===== config.mk =====
export PLATFORM = sky130hd
export DESIGN_NAME = mips_mc_control
export DESIGN_NICKNAME = d
export VERILOG_FILES = /design/src/rtl/mips_mc_control.sv
export SDC_FILE = /design/constraint.sdc
export NUM_CORES = 1
export LEC_CHECK = 0
export ABC_CLOCK_PERIOD_IN_PS = 2600
export CAP_MARGIN = 20
export CELL_PAD_IN_SITES_DETAIL_PLACEMENT = 1
export CELL_PAD_IN_SITES_GLOBAL_PLACEMENT = 1
export CORE_MARGIN = 4
export CORE_UTILIZATION = 24
export CTS_CLUSTER_SIZE = 16
export DETAILED_ROUTE_END_ITERATION = 7
export GPL_TIMING_DRIVEN = 1
export PLACE_DENSITY_LB_ADDON = 0.08
export SLEW_MARGIN = 20
export SYNTH_ARGS = -nofsm -noshare
export SYNTH_HDL_FRONTEND = slang
export SYNTH_SLANG_ARGS = --single-unit
export TNS_END_PERCENT = 100

===== constraint.sdc =====
create_clock -name clk -period 2.6 [get_ports clk]
set_input_delay 0.78 -clock clk [delete_from_list [all_inputs] [get_ports clk]]
set_output_delay 0.78 -clock clk [all_outputs]
set_load 0.03 [all_outputs]

===== src/rtl/mips_mc_control.sv =====
// Multi-cycle MIPS control FSM: sequences fetch/decode/execute/memory/
// write-back and drives ALU op, operand muxes and datapath enables.
module mips_mc_control #(
  parameter bit IMEM_WAIT_OK = 1'b1
) (
  input  logic       clk,
  input  logic       rst_n,
  input  logic [5:0] opcode,
  input  logic [5:0] funct,
  input  logic [4:0] rt,
  input  logic       zero,
  input  logic       mem_ready,
  output logic [4:0] alu_op,
  output logic [1:0] alu_src_a,
  output logic [1:0] alu_src_b,
  output logic       ext_zero,
  output logic       i_or_d,
  output logic       mem_read,
  output logic       mem_write,
  output logic       ir_write,
  output logic       pc_write,
  output logic [1:0] pc_src,
  output logic       reg_write,
  output logic [1:0] reg_dst,
  output logic [1:0] mem_to_reg,
  output logic       retire,
  output logic       illegal,
  output logic [3:0] state
);

  typedef enum logic [3:0] {
    S_FETCH    = 4'd0,
    S_DECODE   = 4'd1,
    S_EXEC_R   = 4'd2,
    S_EXEC_I   = 4'd3,
    S_MEM_ADDR = 4'd4,
    S_MEM_RD   = 4'd5,
    S_MEM_WB   = 4'd6,
    S_MEM_WR   = 4'd7,
    S_ALU_WB   = 4'd8,
    S_BRANCH   = 4'd9,
    S_JUMP     = 4'd10,
    S_JR       = 4'd11
  } state_t;

  localparam logic [4:0] OP_NOP  = 5'h00;
  localparam logic [4:0] OP_ADD  = 5'h01;
  localparam logic [4:0] OP_SUB  = 5'h02;
  localparam logic [4:0] OP_AND  = 5'h03;
  localparam logic [4:0] OP_OR   = 5'h04;
  localparam logic [4:0] OP_XOR  = 5'h05;
  localparam logic [4:0] OP_NOR  = 5'h06;
  localparam logic [4:0] OP_BGTZ = 5'h07;
  localparam logic [4:0] OP_LUI  = 5'h08;
  localparam logic [4:0] OP_SLL  = 5'h09;
  localparam logic [4:0] OP_JUMP = 5'h10;
  localparam logic [4:0] OP_BNE  = 5'h11;
  localparam logic [4:0] OP_BEQ  = 5'h12;
  localparam logic [4:0] OP_SLLV = 5'h13;
  localparam logic [4:0] OP_SRL  = 5'h14;
  localparam logic [4:0] OP_SRLV = 5'h15;
  localparam logic [4:0] OP_BLTZ = 5'h16;
  localparam logic [4:0] OP_BGEZ = 5'h17;

  state_t r_state;
  state_t w_next;

  logic       w_rdy;
  logic       w_rtype;
  logic [4:0] w_r_op;
  logic       w_r_ok;
  logic       w_shamt;
  logic       w_jr;
  logic [4:0] w_i_op;
  logic       w_i_ok;
  logic       w_i_zx;
  logic       w_lw;
  logic       w_sw;
  logic [4:0] w_br_op;
  logic       w_br_ok;
  logic       w_j;

  assign w_rdy   = IMEM_WAIT_OK ? mem_ready : 1'b1;
  assign w_rtype = (opcode == 6'h00);
  assign w_jr    = w_rtype && (funct == 6'h08);
  assign w_lw    = (opcode == 6'h23);
  assign w_sw    = (opcode == 6'h2B);
  assign w_j     = (opcode == 6'h02) ||
                   (opcode == 6'h03);
  assign state   = r_state;

  always_comb begin
    w_r_op  = OP_NOP;
    w_r_ok  = 1'b1;
    w_shamt = 1'b0;
    case (funct)
      6'h20, 6'h21: w_r_op = OP_ADD;
      6'h22, 6'h23: w_r_op = OP_SUB;
      6'h24: w_r_op = OP_AND;
      6'h25: w_r_op = OP_OR;
      6'h26: w_r_op = OP_XOR;
      6'h27: w_r_op = OP_NOR;
      6'h00: begin
        w_r_op  = OP_SLL;
        w_shamt = 1'b1;
      end
      6'h02: begin
        w_r_op  = OP_SRL;
        w_shamt = 1'b1;
      end
      6'h04: w_r_op = OP_SLLV;
      6'h06: w_r_op = OP_SRLV;
      default: w_r_ok = 1'b0;
    endcase
  end

  always_comb begin
    w_i_op  = OP_NOP;
    w_i_ok  = 1'b1;
    w_i_zx  = 1'b0;
    w_br_op = OP_NOP;
    w_br_ok = 1'b0;
    case (opcode)
      6'h08, 6'h09: w_i_op = OP_ADD;
      6'h0C: begin
        w_i_op = OP_AND;
        w_i_zx = 1'b1;
      end
      6'h0D: begin
        w_i_op = OP_OR;
        w_i_zx = 1'b1;
      end
      6'h0E: begin
        w_i_op = OP_XOR;
        w_i_zx = 1'b1;
      end
      6'h0F: w_i_op = OP_LUI;
      default: w_i_ok = 1'b0;
    endcase
    case (opcode)
      6'h04: begin
        w_br_op = OP_BEQ;
        w_br_ok = 1'b1;
      end
      6'h05: begin
        w_br_op = OP_BNE;
        w_br_ok = 1'b1;
      end
      6'h07: begin
        w_br_op = OP_BGTZ;
        w_br_ok = 1'b1;
      end
      6'h01: begin
        if (rt == 5'd0) begin
          w_br_op = OP_BLTZ;
          w_br_ok = 1'b1;
        end else if (rt == 5'd1) begin
          w_br_op = OP_BGEZ;
          w_br_ok = 1'b1;
        end
      end
      default: ;
    endcase
  end

  // Reset gates every output to zero, aborting any in-flight write.
  always_comb begin
    alu_op     = OP_NOP;
    alu_src_a  = 2'b00;
    alu_src_b  = 2'b00;
    ext_zero   = 1'b0;
    i_or_d     = 1'b0;
    mem_read   = 1'b0;
    mem_write  = 1'b0;
    ir_write   = 1'b0;
    pc_write   = 1'b0;
    pc_src     = 2'b00;
    reg_write  = 1'b0;
    reg_dst    = 2'b00;
    mem_to_reg = 2'b00;
    retire     = 1'b0;
    illegal    = 1'b0;
    w_next     = S_FETCH;
    if (rst_n) begin
      case (r_state)
        S_FETCH: begin
          mem_read  = 1'b1;
          alu_src_b = 2'b01;
          alu_op    = OP_ADD;
          if (w_rdy) begin
            ir_write = 1'b1;
            pc_write = 1'b1;
            w_next   = S_DECODE;
          end else begin
            w_next = S_FETCH;
          end
        end
        S_DECODE: begin
          alu_src_b = 2'b11;
          alu_op    = OP_ADD;
          unique case (1'b1)
            w_rtype && w_r_ok: w_next = S_EXEC_R;
            w_jr:              w_next = S_JR;
            w_i_ok:            w_next = S_EXEC_I;
            w_lw || w_sw:      w_next = S_MEM_ADDR;
            w_br_ok:           w_next = S_BRANCH;
            w_j:               w_next = S_JUMP;
            default: begin
              illegal = 1'b1;
              retire  = 1'b1;
              w_next  = S_FETCH;
            end
          endcase
        end
        S_EXEC_R: begin
          alu_op = w_r_op;
          if (w_shamt) begin
            alu_src_a = 2'b10;
            alu_src_b = 2'b10;
          end else begin
            alu_src_a = 2'b01;
            alu_src_b = 2'b00;
          end
          w_next = S_ALU_WB;
        end
        S_EXEC_I: begin
          alu_src_a = 2'b01;
          alu_src_b = 2'b10;
          alu_op    = w_i_op;
          ext_zero  = w_i_zx;
          w_next    = S_ALU_WB;
        end
        S_ALU_WB: begin
          reg_write = 1'b1;
          reg_dst   = w_rtype ? 2'b01 : 2'b00;
          retire    = 1'b1;
          w_next    = S_FETCH;
        end
        S_MEM_ADDR: begin
          alu_src_a = 2'b01;
          alu_src_b = 2'b10;
          alu_op    = OP_ADD;
          w_next    = w_lw ? S_MEM_RD : S_MEM_WR;
        end
        S_MEM_RD: begin
          mem_read = 1'b1;
          i_or_d   = 1'b1;
          w_next   = w_rdy ? S_MEM_WB : S_MEM_RD;
        end
        S_MEM_WB: begin
          reg_write  = 1'b1;
          mem_to_reg = 2'b01;
          retire     = 1'b1;
          w_next     = S_FETCH;
        end
        S_MEM_WR: begin
          mem_write = 1'b1;
          i_or_d    = 1'b1;
          retire    = w_rdy;
          w_next    = w_rdy ? S_FETCH : S_MEM_WR;
        end
        S_BRANCH: begin
          alu_src_a = 2'b01;
          alu_src_b = 2'b00;
          alu_op    = w_br_op;
          pc_src    = 2'b01;
          pc_write  = zero;
          retire    = 1'b1;
          w_next    = S_FETCH;
        end
        S_JUMP: begin
          pc_src   = 2'b10;
          pc_write = 1'b1;
          alu_op   = OP_JUMP;
          retire   = 1'b1;
          if (opcode == 6'h03) begin
            reg_write  = 1'b1;
            reg_dst    = 2'b10;
            mem_to_reg = 2'b10;
          end
          w_next = S_FETCH;
        end
        S_JR: begin
          pc_src   = 2'b11;
          pc_write = 1'b1;
          alu_op   = OP_JUMP;
          retire   = 1'b1;
          w_next   = S_FETCH;
        end
        default: w_next = S_FETCH;
      endcase
    end
  end

  always_ff @(posedge clk) begin
    if (!rst_n) begin
      r_state <= S_FETCH;
    end else begin
      r_state <= w_next;
    end
  end

endmodule


# After elaboration in Yosys (flattened, before gate mapping)
# Cells that the tools add are included.
dict set report totals {
  output_inout_bits 28
  in_bits 21
  wordCells 120
  reg_bits 4
}
dict set report op_classes {
  n_mux 55
  n_reduce_logical 26
  eq_ne 38
}
# op count
set op_table {}
lappend op_table {{$eq 6x6->1 const B} 10}
lappend op_table {{$pmux 5 s10} 1}
lappend op_table {{$pmux 4 s6} 2}
lappend op_table {{$eq 6x4->1 const B} 7}
lappend op_table {{$eq 6x3->1 const B} 5}
lappend op_table {{$mux 1} 26}
lappend op_table {{$pmux 5 s5} 1}
lappend op_table {{$mux 2} 10}
lappend op_table {{$pmux 4 s5} 1}
lappend op_table {{$pmux 5 s4} 1}
lappend op_table {{$reduce_or 2->1} 10}
lappend op_table {{$eq 6x2->1 const B} 3}
lappend op_table {{$eq 4x3->1 const B} 4}
lappend op_table {{$eq 4x4->1 const B} 4}
lappend op_table {{$mux 5} 3}
lappend op_table {{$logic_not 6->1} 2}
lappend op_table {{$pmux 2 s2} 3}
lappend op_table {{$reduce_or 12->1} 1}
lappend op_table {{$reduce_or 3->1} 4}
lappend op_table {{$reduce_or 6->1} 2}
lappend op_table {{$eq 4x2->1 const B} 2}
lappend op_table {{$pmux 2 s4} 1}
lappend op_table {{$eq 6x1->1 const B} 1}
lappend op_table {{$pmux 1 s3} 2}
lappend op_table {{10 further kinds} 13}

# Depth between registers and ports, before layout
dict set report depth {
  word_depth 8
  ltp_mapped 5
  depth_no_buf 4
}

# Worst setup path after synthesis
# No wires, ideal clock.
dict set report synth_path {
  kind {input to output}
  startpoint {input port opcode[3]}
  endpoint {output port alu_op[4]}
  arrival_time_ns 2.172
  path_buffers 1
  required_ns 1.820
  path_stages 5
  slack_ns -0.352
  cell_sequence {clkbuf_2 -> nor3_1 -> and2_1 -> or3b_1 -> a21oi_1}
}
dict set report synth_between {
  elab_chain_cells 4
  word_cells_on_any_way 7
  classes_between {eq/ne: 4; mux: 3}
}
# item line
set synth_lines {}
lappend synth_lines {{start, declared} 8} ;# input logic [5:0] opcode,
lappend synth_lines {{$eq 6x1->1 / $eq 6x3->1 (equally long branches)} 140} ;# case (opcode)
lappend synth_lines {{$pmux 5 s4 *} 140}
lappend synth_lines {{$pmux 5 s5 *} 185} ;# case (r_state)
lappend synth_lines {{$mux 5 *} 184} ;# if (rst_n) begin
lappend synth_lines {{end, declared} 13} ;# output logic [4:0] alu_op,
# Mark *: on every way between the ends. The rest lies on a longest branch, timed or not.

# Worst setup path in the final report
dict set report layout_path {
  startpoint {input port funct[0]}
  endpoint {output port alu_src_a[0]}
}
dict set report layout_between {
  elab_chain_cells 6
  word_cells_on_any_way 7
  classes_between {eq/ne: 1; mux: 4; reduce/logical: 2}
}
# item line
set layout_lines {}
lappend layout_lines {{start, declared} 9} ;# input logic [5:0] funct,
lappend layout_lines {{$eq 6x2->1 / $logic_not 6->1 (equally long branches)} 96} ;# case (funct)
lappend layout_lines {{$reduce_or 2->1 (no source line) *} n/a}
lappend layout_lines {{$mux 1 *} 96}
lappend layout_lines {{$mux 2 *} 217} ;# if (w_shamt) begin
lappend layout_lines {{$pmux 2 s2 *} 185}
lappend layout_lines {{$mux 2 *} 184}
lappend layout_lines {{end, declared} 14} ;# output logic [1:0] alu_src_a,
# Marked as above.

==> results.toml <==
[setup_path]
worstPathCellList = "buf_6, or4_4, o311ai_4, a21oi_2, o21a_2, buf_6"
criticalPathCategory = "input pin to output pin"
crit_path_start_kind = "input pin"
crit_arrival_ns = 2.08
required_ns = 1.82
path_buf_inv = 2
worst_path_most_repeated_cell = "buf_6"
crit_fanout = 2
r2r_slack_ns = 0.96
crit_family = "simple AND/OR/NAND/NOR gates"
slowest_delay_ns = 0.54
critPathSlowestCell = "or4_4"
end_kind = "output pin"

[status]
violations = "setup timing"
status = "finished, violations left"

[synthesis]
syn_inst = 160
synth_cell_types = 51
synth_fp_nets = 181
ys_seq_elements = 4
synthArstFlopShare_pct = 0
ys.flop_type = "dfxtp_1"
synth_edf_count = 0
ys_warn_count = 0
synth_seq_area_share_pct = 7.90
netlist_area_um2 = 1010
syn_area_per_cell_um2 = 6.33

[timing]
rsz0062_at_grt = "yes"
report.final.slew_viol_count = 0
skew_ns = 0.000975
tightest_slew_ns = 0.492
relSlewSlack_pct = 67.1
period_needed_ns = 2.86
whs_ns = 0.680
min_period_over_period_pct = 110
hold_viol_final = 0
setup_viol = 13
timing.final.ws_setup_ns = -0.262
timing.fmax_mhz = 349

[pwr]
p_total_uw = 536
leakage_nw = 1.10
vdd_drop_max_mv = 0.117
power_density_nw_per_um2 = 203

[floorplanning]
die_w_um = 73.0
start_util_pct = 25.2
pin_count = 49
rows = 23
fp.coreArea_um2 = 4030
die_h_um = 73.0
die_area_um2 = 5330

[global_routing]
grt_usage_pct = 25.5
grt_first_pass_wirelength_um = 10600
grt_pass1_vias = 1993
antenna_found_initial = 0
grt_overflow_total = 0
grt_max_degree = 14

[route]
ant_nets = 0
drtIter0Drc = 116
routed_wl_um = 7210
drcViolationCount = 0
avgRoutedWirePerCell_um = 22.2
vias = 1831
via_per_inst = 5.63
drt_pass1_iterations = 4

[placed_design]
hpwl_um = 4240
place_ws_ns = -1.07
gp_congestion = 0.845
portBuffers = 48

[clocking]
clk_pin_slew_ns = 0.03
clock_sinks = 4
insertion_delay_ns = 0.22
root_buffer = "clkbuf_8"
cts_buffers = 3
h-tree-depth = 1
cts_tree = "built"
hold_buffers = 0
clockBufferDepth = 2

[min_path]
hp-class = "register to register"

[finish]
areaGrowthSynthToFinish_pct = 161
largest_register_ffs = 4
nets = 298
drive_gt1_share_pct = 67.6
antennaDiodeCount = 0

[job]
max_cap_viol_count = 0
where the power goes:
group	switching, mW	internal, mW
registers	0.00754	0.0640
clock network	0.0314	0.0986
logic	0.168	0.166
Yosys cell counts, types with 2 or more instances:
cell type / number / area, um2
nor4_1: 3 / 18.8
clkbuf_1: 3 / 11.3
buf_2: 6 / 30.0
a22oi_1: 3 / 22.5
nand4_1: 2 / 12.5
nand2b_1: 7 / 43.8
nand3_1: 7 / 35.0
o211ai_1: 2 / 15.0
nand2_1: 14 / 52.6
nor3_1: 8 / 40.0
and2_1: 6 / 37.5
a31oi_1: 3 / 18.8
o2111ai_1: 3 / 26.3
o311ai_1: 2 / 17.5
inv_1: 4 / 15.0
a21oi_1: 9 / 45.0
nor2_1: 17 / 63.8
and3_1: 6 / 37.5
nor2b_1: 8 / 50.1
or4_1: 2 / 15.0
nor4b_1: 2 / 17.5
a2bb2oi_1: 2 / 17.5
o21a_1: 3 / 22.5
mux2i_1: 2 / 20.0
o21ai_0: 6 / 30.0
dfxtp_1: 4 / 80.1
a21bo_2: 2 / 20.0
cells by family (layout without fill, tap and decap cells):
family          count (synthesis)  after routing  synth area share, %
mux                             2              2                 1.98
buf+inv                        15            130                 6.42
simple gates                   92             92                 50.5
flops                           4              4                 7.90
xor+xnor                        1              1                0.864
compound gates                 46             46                 32.3
through the flow:
step / util [%] / setup TNS (ns) / std cells / instance area, um2
6_report: 65.7 / -1.78 / 325 / 2650
3_3_place_gp: 48.9 / -10.41 / 304 / 1970
4_1_cts: 60.2 / -1.74 / 319 / 2430
2_1_floorplan: - / -0.358 / 160 / 1100
5_1_grt: 65.7 / -2.30 / 325 / 2650
3_5_place_dp: 48.9 / -11.20 / 304 / 1970
worst paths after layout:
path            start            to  cells past startpoint
max          funct[0]  alu_src_a[0]                      6
min          state[1]      state[3]                      1
max reg2reg  state[0]      state[0]                      5
min reg2reg  state[1]      state[3]                      1
placed cells by master (no fill, tap or decap), types with 4 or more instances in the layout:
master	count
a21oi_1	5
and3_1	4
buf_2	6
buf_4	69
buf_6	34
clkdlybuf4s50_1	6
inv_1	4
nand2_1	13
nand2b_1	7
nor2_1	10
nor2_4	4
o21ai_0	5
routing by layer:
| layer | vias to the layer above | share of wire [%] | track usage, % | wire [um] |
|---|---|---|---|---|
| met2 | 61 | 53 | 44.9 | 3850 |
| li1 | 833 | - | - | - |
| met5 | - | 0 | 0 | 0 |
| met3 | 10 | 3.8 | 2.07 | 274 |
| met4 | 0 | 1.1 | 8.61 | 80 |
| met1 | 927 | 42 | 32.5 | 3000 |
repair_timing:
action,4_1_cts,5_1_grt
buffers inserted,12,10
gates resized for setup,160,35
pin swaps,33,31
cloned,0,0
endpoints found under the setup margin,24,17
area by class of cell:
type,instances,area [um2]
clock buffer,3,41.3
sequential,4,82.6
multi-input combinational,141,1340
inverter,4,15.0
timing repair buffer,123,1110
fill,464,1380
tap,50,62.6
Power figures use the tool's default switching activity.
